===== config.mk =====
export PLATFORM = sky130hd
export DESIGN_NAME = apb_mst_arbiter
export DESIGN_NICKNAME = d
export VERILOG_FILES = /design/src/rtl/apb_mst_arbiter.sv
export SDC_FILE = /design/constraint.sdc
export NUM_CORES = 1
export LEC_CHECK = 0
export CAP_MARGIN = 20
export CORE_AREA = 3 3 157 159
export DETAILED_ROUTE_END_ITERATION = 6
export DIE_AREA = 0 0 160 162
export GPL_ROUTABILITY_DRIVEN = 0
export HOLD_SLACK_MARGIN = 0.02
export PLACE_DENSITY_LB_ADDON = 0.25
export SKIP_CTS_REPAIR_TIMING = 1
export SYNTH_ARGS = -nofsm -noshare
export SYNTH_HDL_FRONTEND = slang
export SYNTH_SLANG_ARGS = --single-unit

===== constraint.sdc =====
create_clock -name pclk -period 1.7 [get_ports pclk]
set_input_delay 0.17 -clock pclk [delete_from_list [all_inputs] [get_ports pclk]]
set_output_delay 0.17 -clock pclk [all_outputs]
set_load 0.01 [all_outputs]

===== src/rtl/apb_mst_arbiter.sv =====
// Round-robin arbiter sharing one APB master port among NUM_REQ requesters,
// with IDLE/SETUP/ACCESS sequencing, pready wait states and an ACCESS watchdog.
module apb_mst_arbiter #(
  parameter int NUM_REQ = 4,
  parameter int AW      = 32,
  parameter int DW      = 32,
  parameter int TIMEOUT = 16
) (
  input  logic                  pclk,
  input  logic                  presetn,
  input  logic [NUM_REQ-1:0]    req,
  input  logic [NUM_REQ-1:0]    req_write,
  input  logic [NUM_REQ*AW-1:0] req_addr,
  input  logic [NUM_REQ*DW-1:0] req_wdata,
  output logic [NUM_REQ-1:0]    done,
  output logic [DW-1:0]         rsp_rdata,
  output logic                  rsp_slverr,
  output logic                  busy,
  output logic                  psel,
  output logic                  penable,
  output logic                  pwrite,
  output logic [AW-1:0]         paddr,
  output logic [DW-1:0]         pwdata,
  input  logic [DW-1:0]         prdata,
  input  logic                  pready,
  input  logic                  pslverr
);

  localparam int IDW = $clog2(NUM_REQ);
  localparam int WDW = (TIMEOUT > 1) ? $clog2(TIMEOUT) : 1;
  localparam bit WD_EN = (TIMEOUT > 0);
  localparam logic [WDW-1:0] WD_LAST = WDW'((TIMEOUT > 0) ? TIMEOUT - 1 : 0);

  typedef enum logic [1:0] {IDLE, SETUP, ACCESS} state_t;

  state_t           state;
  logic [IDW-1:0]   ptr;
  logic [IDW-1:0]   gnt_id;
  logic [IDW-1:0]   win_id;
  logic [IDW-1:0]   scan_idx;
  logic [IDW-1:0]   ptr_nxt;
  logic             win_vld;
  logic [WDW-1:0]   wd_cnt;
  logic             wd_expire;
  logic [NUM_REQ-1:0] gnt_onehot;

  // Scan starting at ptr; the first asserted request wins.
  always_comb begin
    win_vld  = 1'b0;
    win_id   = '0;
    scan_idx = '0;
    for (int k = 0; k < NUM_REQ; k++) begin
      scan_idx = IDW'((int'(ptr) + k) % NUM_REQ);
      if (!win_vld && req[scan_idx]) begin
        win_vld = 1'b1;
        win_id  = scan_idx;
      end
    end
  end

  assign ptr_nxt    = (win_id == IDW'(NUM_REQ - 1)) ? '0 : win_id + 1'b1;
  assign wd_expire  = WD_EN && !pready && (wd_cnt == WD_LAST);
  assign gnt_onehot = {{(NUM_REQ-1){1'b0}}, 1'b1} << gnt_id;
  assign busy       = (state != IDLE);

  always_ff @(posedge pclk or negedge presetn) begin
    if (!presetn) begin
      state      <= IDLE;
      ptr        <= '0;
      gnt_id     <= '0;
      wd_cnt     <= '0;
      psel       <= 1'b0;
      penable    <= 1'b0;
      pwrite     <= 1'b0;
      paddr      <= '0;
      pwdata     <= '0;
      done       <= '0;
      rsp_rdata  <= '0;
      rsp_slverr <= 1'b0;
    end else begin
      done <= '0;
      case (state)
        IDLE: begin
          if (win_vld) begin
            state   <= SETUP;
            psel    <= 1'b1;
            penable <= 1'b0;
            gnt_id  <= win_id;
            pwrite  <= req_write[win_id];
            paddr   <= req_addr[int'(win_id)*AW +: AW];
            pwdata  <= req_wdata[int'(win_id)*DW +: DW];
            ptr     <= ptr_nxt;
          end
        end
        SETUP: begin
          state   <= ACCESS;
          penable <= 1'b1;
          wd_cnt  <= '0;
        end
        ACCESS: begin
          // pready on the expiry cycle takes precedence over the watchdog.
          if (pready || wd_expire) begin
            state      <= IDLE;
            psel       <= 1'b0;
            penable    <= 1'b0;
            done       <= gnt_onehot;
            rsp_slverr <= pready ? pslverr : 1'b1;
            rsp_rdata  <= (pready && !pwrite) ? prdata : '0;
          end else begin
            wd_cnt <= wd_cnt + 1'b1;
          end
        end
        default: state <= IDLE;
      endcase
    end
  end

endmodule


; Word-level counts from Yosys, hierarchy flattened
; Index checks and enable logic that the tools add are counted.
[word_totals]
mem_bits_rw = 0
in_bits = 300
rom_bits = 0
latchBits = 0
n_memories = 0
register_bits = 114
output_inout_bits = 105
elab_cells = 87
[op_classes]
mul = 0
magnitude_cmp = 5
reduce_logical = 22
bitwise_logic = 0
n_eq_ne = 7
n_mux = 33
n_div = 0
n_shift = 3
addsub = 5
[op_table]
columns = cell, count
row1 = $shiftx A128 B8 Y32, 2
row2 = $mux W32, 1
row3 = $lt A2 B3 Y1 const B, 5
row4 = $mux W2, 7
row5 = $mux W1, 13
row6 = $mux W4, 3
row7 = $bmux W1 S2, 5
row8 = $pmux W4 S2, 1
row9 = $reduce_and A2 Y1, 4
row10 = $ne A2 B2 Y1 const B, 3
row11 = $pmux W2 S3, 1
row12 = $reduce_and A3 Y1, 2
row13 = $reduce_bool A2 Y1, 3
row14 = $logic_and A1 B1 Y1, 5
row15 = $logic_not A1 Y1, 5
row16 = $add A2 B1 Y2 const B, 2
row17 = $add A2 B2 Y2 const B, 2
row18 = $add A4 B1 Y4 const B, 1
row19 = $eq A2 B2 Y1 const B, 2
row20 = $eq A4 B4 Y1 const B, 1
row21 = $shl A1 B2 Y4 const A, 1
row22 = $pmux W1 S3, 1
row23 = $reduce_bool A3 Y1, 1
row24 = $eq A2 B1 Y1 const B, 1
row25 = other kinds (3), 3

; Logic depth before layout (Yosys ltp)
[logic_depth]
ltp_word = 14
depth_mapped = 7
mapped_depth_nobuf = 6

; Worst setup path after synthesis
; No wires, ideal clock.
[synth_path]
path_kind = register to register
start = reg state[0]
end = reg paddr[10]
path_slack_ns = -0.017
required_ns = 1.610
path_buffers = 2
synth_period_minus_slack_ns = 1.717
t_arrival_ns = 1.627
path_stages_with_launch = 7
path_cell_list = dfrtp_1 -> or2_1 -> or2_1 -> or2_4 -> buf_6 -> buf_6 -> o221ai_1
[synth_between]
elab_chain_len = 2
[synth_lines]
columns = item, line_no
row1 = start: declaration, 36  ; state_t state;
row2 = start signal: assignment, 68  ; state <= IDLE;
row3 = start signal: assignment, 85  ; state <= SETUP;
row4 = start signal: assignment, 96  ; state <= ACCESS;
row5 = $logic_not A2 Y1, 82  ; case (state)
row6 = $reduce_and A2 Y1 (no source line), n/a
row7 = end signal: assignment, 90  ; paddr <= req_addr[int'(win_id)*AW +: AW];
row8 = end: declaration, 22  ; output logic [AW-1:0] paddr,
; Every way passes these cells.
; A chain may end at the register's enable or synchronous reset.

; Worst setup path in the final report
[layout_path]
start = reg ptr[0]
end = reg paddr[27]
[layout_between]
elab_chain_len = 13
[layout_lines]
columns = item, line_no
row1 = start: declaration, 37  ; logic [IDW-1:0] ptr;
row2 = start signal: assignment, 92  ; ptr <= ptr_nxt;
row3 = branches (longest 13 deep; another with $add A2 B1 Y2), n/a
; Parallel ways; which one is timed is not known. The select of a mux whose other input is x is not followed.

==> results.toml <==
[run_status]
run_status = "complete, but fails checks"
failed_checks = "negative setup slack"

[detailed_routing]
num_vias = 6453
detail_route.drc_violations = 0
drt-wirelength-per-cell_um = 19.11
wl_um = 26180
drt.antenna.violating_nets = 0
drt_iter0_markers = 283
vias_per_cell = 4.710
drt-pass1-iter-count = 4

[clocking]
clock_latency_on_the_worst_skew_pair_ns = 0.41
maximum_level_of_the_cts_h_tree = 4
cts-buffers-inserted = 17
tritoncts = "built"
ctsLongestPathBuffers = 2
clockRootBuffer = "sky130_fd_sc_hd__clkbuf_16"
cts.sink_count = 114
worst_setup_hold_path_clk_slew_ns = 0.06

[sta]
setup_ws_ns = -0.07731
tns_ns = -2.034
achievable-frequency_mhz = 562.6
final_period_minus_worst_setup_slack_ns = 1.777
max_slew_margin = 0.6223
rsz0062_at_grt = "true"
fin_crit_sh = 1.045
timing.final.setup_violations = 54
final_max_slew_viol_count = 0
hold_violation_count_in_the_final_report = 0
timing.clock.skew_ns = 0.009047
timing_worst_slew_pin_value_ns = 0.5666

[worst_setup_path]
crit_path_max_incr_delay_ns = 0.40
critPathCaptureType = "flip-flop"
critPathBufInv = 2
worstSetupStartpointType = "flip-flop"
cp.required_ns = 1.97
crit_path_cell_trace = "nor2b_2 > a21oi_2 > o221ai_4 > buf_6 > buf_4 > mux2i_1 > o221ai_1"
cp_slowest_cell = "sky130_fd_sc_hd__dfrtp_1"
crit_type = "reg -> reg"
worst-path-max-fanout = 7
critical-path-top-delay-family = "compound AO/OA/AOI/OAI gates"
critPathArrivalTime_ns = 2.05

[grt]
number_of_global_route_vias_before_repair = 6423
grt_overflow = 0
groute.usage.overall = 0.1796
grt_pass1_wl_um = 36570
grt_max_degree = 56
antenna_violations_before_repair = 1

[die]
placeableCoreArea_sq_um = 23400
chipWidth_um = 160
initial_core_util = 0.2576
floorplan.die_area_sq_um = 25920
std_cell_rows = 56
die_y_um = 162
num_io_pins = 405

[cells_and_area]
share_of_layout_cells_above_drive_strength_1 = 0.1363
layout.nets = 1337
final_cell_area_sq_um = 12070
finish.utilization = 0.5156
synthToLayoutAreaGrowth_pct = 100.1
fin_cells = 1370

[placed_design]
area_after_dpl_sq_um = 10790
portBuffers = 404
placedCellCount = 1310
detailedPlacementHpwl_um = 18320

[logic_synthesis]
synthCells = 587
synth_cell_types = 36
synth_enable_flop_cells = 0
yosys_register_bits = 114
post-synth-top-area-cell = "sky130_fd_sc_hd__dfrtp_1"
post-synth-top-count-cell = "sky130_fd_sc_hd__nand2_1"
postSynthAreaPerCell_sq_um = 10.27
synth_largest_type_area_fraction = 0.4731
syn_area_sq_um = 6030
synth.area.top_cells = "sky130_fd_sc_hd__dfrtp_1 (47%), sky130_fd_sc_hd__mux2i_1 (22%), sky130_fd_sc_hd__o221ai_1 (9.4%)"
async_flop_share = 1.000
synth_top_flop_cell = "sky130_fd_sc_hd__dfrtp_1"
seq_area_frac_synth = 0.4731
synth_fp_nets = 888
yosys_warnings = 0
synth_commonest_cells = "sky130_fd_sc_hd__nand2_1 (139), sky130_fd_sc_hd__mux2i_1 (132), sky130_fd_sc_hd__dfrtp_1 (114)"

[hold_path]
holdCritPathClass = "in -> async"

[power_and_ir_drop]
power_per_cell_area_nw_per_um2 = 1582
worst_ir_drop_on_vdd_uv = 699.0
leakagePower_nw = 5.347

[flow_run]
drv.max_cap_violation_count = 0
through the flow:
stage	setup slack (ns)	total power, W	hold slack [ns]
floorplan	0.003834	0.008998	-0.1256
global placement	-0.4910	0.01381	0.0007607
detailed placement	-0.5350	0.01385	0.003541
CTS	-0.2018	0.01781	-0.4425
global route	-0.1725	0.02024	0.1149
finish	-0.07731	0.01909	0.1265
per-layer routing:
layer,global-route usage,vias up,share of wire
li1,-,3063,-
met2,0.3137,273,0.50
met4,0.04379,0,0.017
met3,0.05177,26,0.072
met5,0,-,0
met1,0.2191,3091,0.41
report_power, final:
part	internal [W]	total [W]	switching, W
clock network	0.00236	0.00385	0.00149
registers	0.00390	0.00459	0.000688
logic	0.00587	0.0106	0.00478
layout by cell type (no fill, tap or decap), types with 7 or more instances in the layout:
cell	count
sky130_fd_sc_hd__buf_4	28
sky130_fd_sc_hd__inv_1	7
sky130_fd_sc_hd__clkdlybuf4s50_1	402
sky130_fd_sc_hd__buf_6	13
sky130_fd_sc_hd__inv_6	8
sky130_fd_sc_hd__nand2_1	138
sky130_fd_sc_hd__o21ai_0	7
sky130_fd_sc_hd__o221ai_2	13
sky130_fd_sc_hd__buf_12	18
sky130_fd_sc_hd__nand3_1	36
sky130_fd_sc_hd__clkbuf_16	27
sky130_fd_sc_hd__o221ai_1	52
sky130_fd_sc_hd__mux2i_2	9
sky130_fd_sc_hd__dfrtp_1	113
sky130_fd_sc_hd__mux2i_1	122
area by class of cell:
cell class	instances	area, sq um
antenna	2	5.005
fill	2155	11340
clock inverter	15	192.7
clock buffer	17	425.4
tap	319	399.1
inverter	8	30.03
timing repair buffer	476	5071
sequential	114	2854
multi-input combinational	419	3089
kinds of logic (layout without fill, tap and decap cells):
| family | after synthesis | after routing | share of synthesized area |
|---|---|---|---|
| AND/OR/NAND/NOR | 196 | 196 | 0.1355 |
| buffers and inverters | 54 | 516 | 0.04773 |
| flip-flops | 114 | 114 | 0.4731 |
| XOR/XNOR | 1 | 1 | 0.001453 |
| AO/OA/AOI/OAI | 89 | 89 | 0.1210 |
| other | 0 | 2 | 0 |
| multiplexers | 132 | 132 | 0.2191 |
| adder cells (fa/ha/maj) | 1 | 1 | 0.002075 |
sequential cells by signal, summed over array words and instances, names as in the netlist:
name and count:
ptr 2, rsp_rdata 32, penable 1, rsp_slverr 1
paddr 32, state 2, pwdata 32, done 4
psel 1, pwrite 1, gnt_id 2, wd_cnt 4
worst paths after layout:
kind / from / endpoint / slack, ns / cells past startpoint
worst min register to register: rsp_rdata[1] / rsp_rdata[1] / 0.46 / 2
min in group pclk: prdata[11] / rsp_rdata[11] / 0.30 / 3
worst max-delay path: ptr[0] / paddr[27] / -0.08 / 7
worst max register to register: ptr[0] / paddr[27] / -0.08 / 7
worst min-delay path: presetn / wd_cnt[2] / 0.13 / 2
max in group asynchronous: presetn / pwdata[29] / 1.00 / 3
Note: power is estimated with default switching activity, not from simulation.
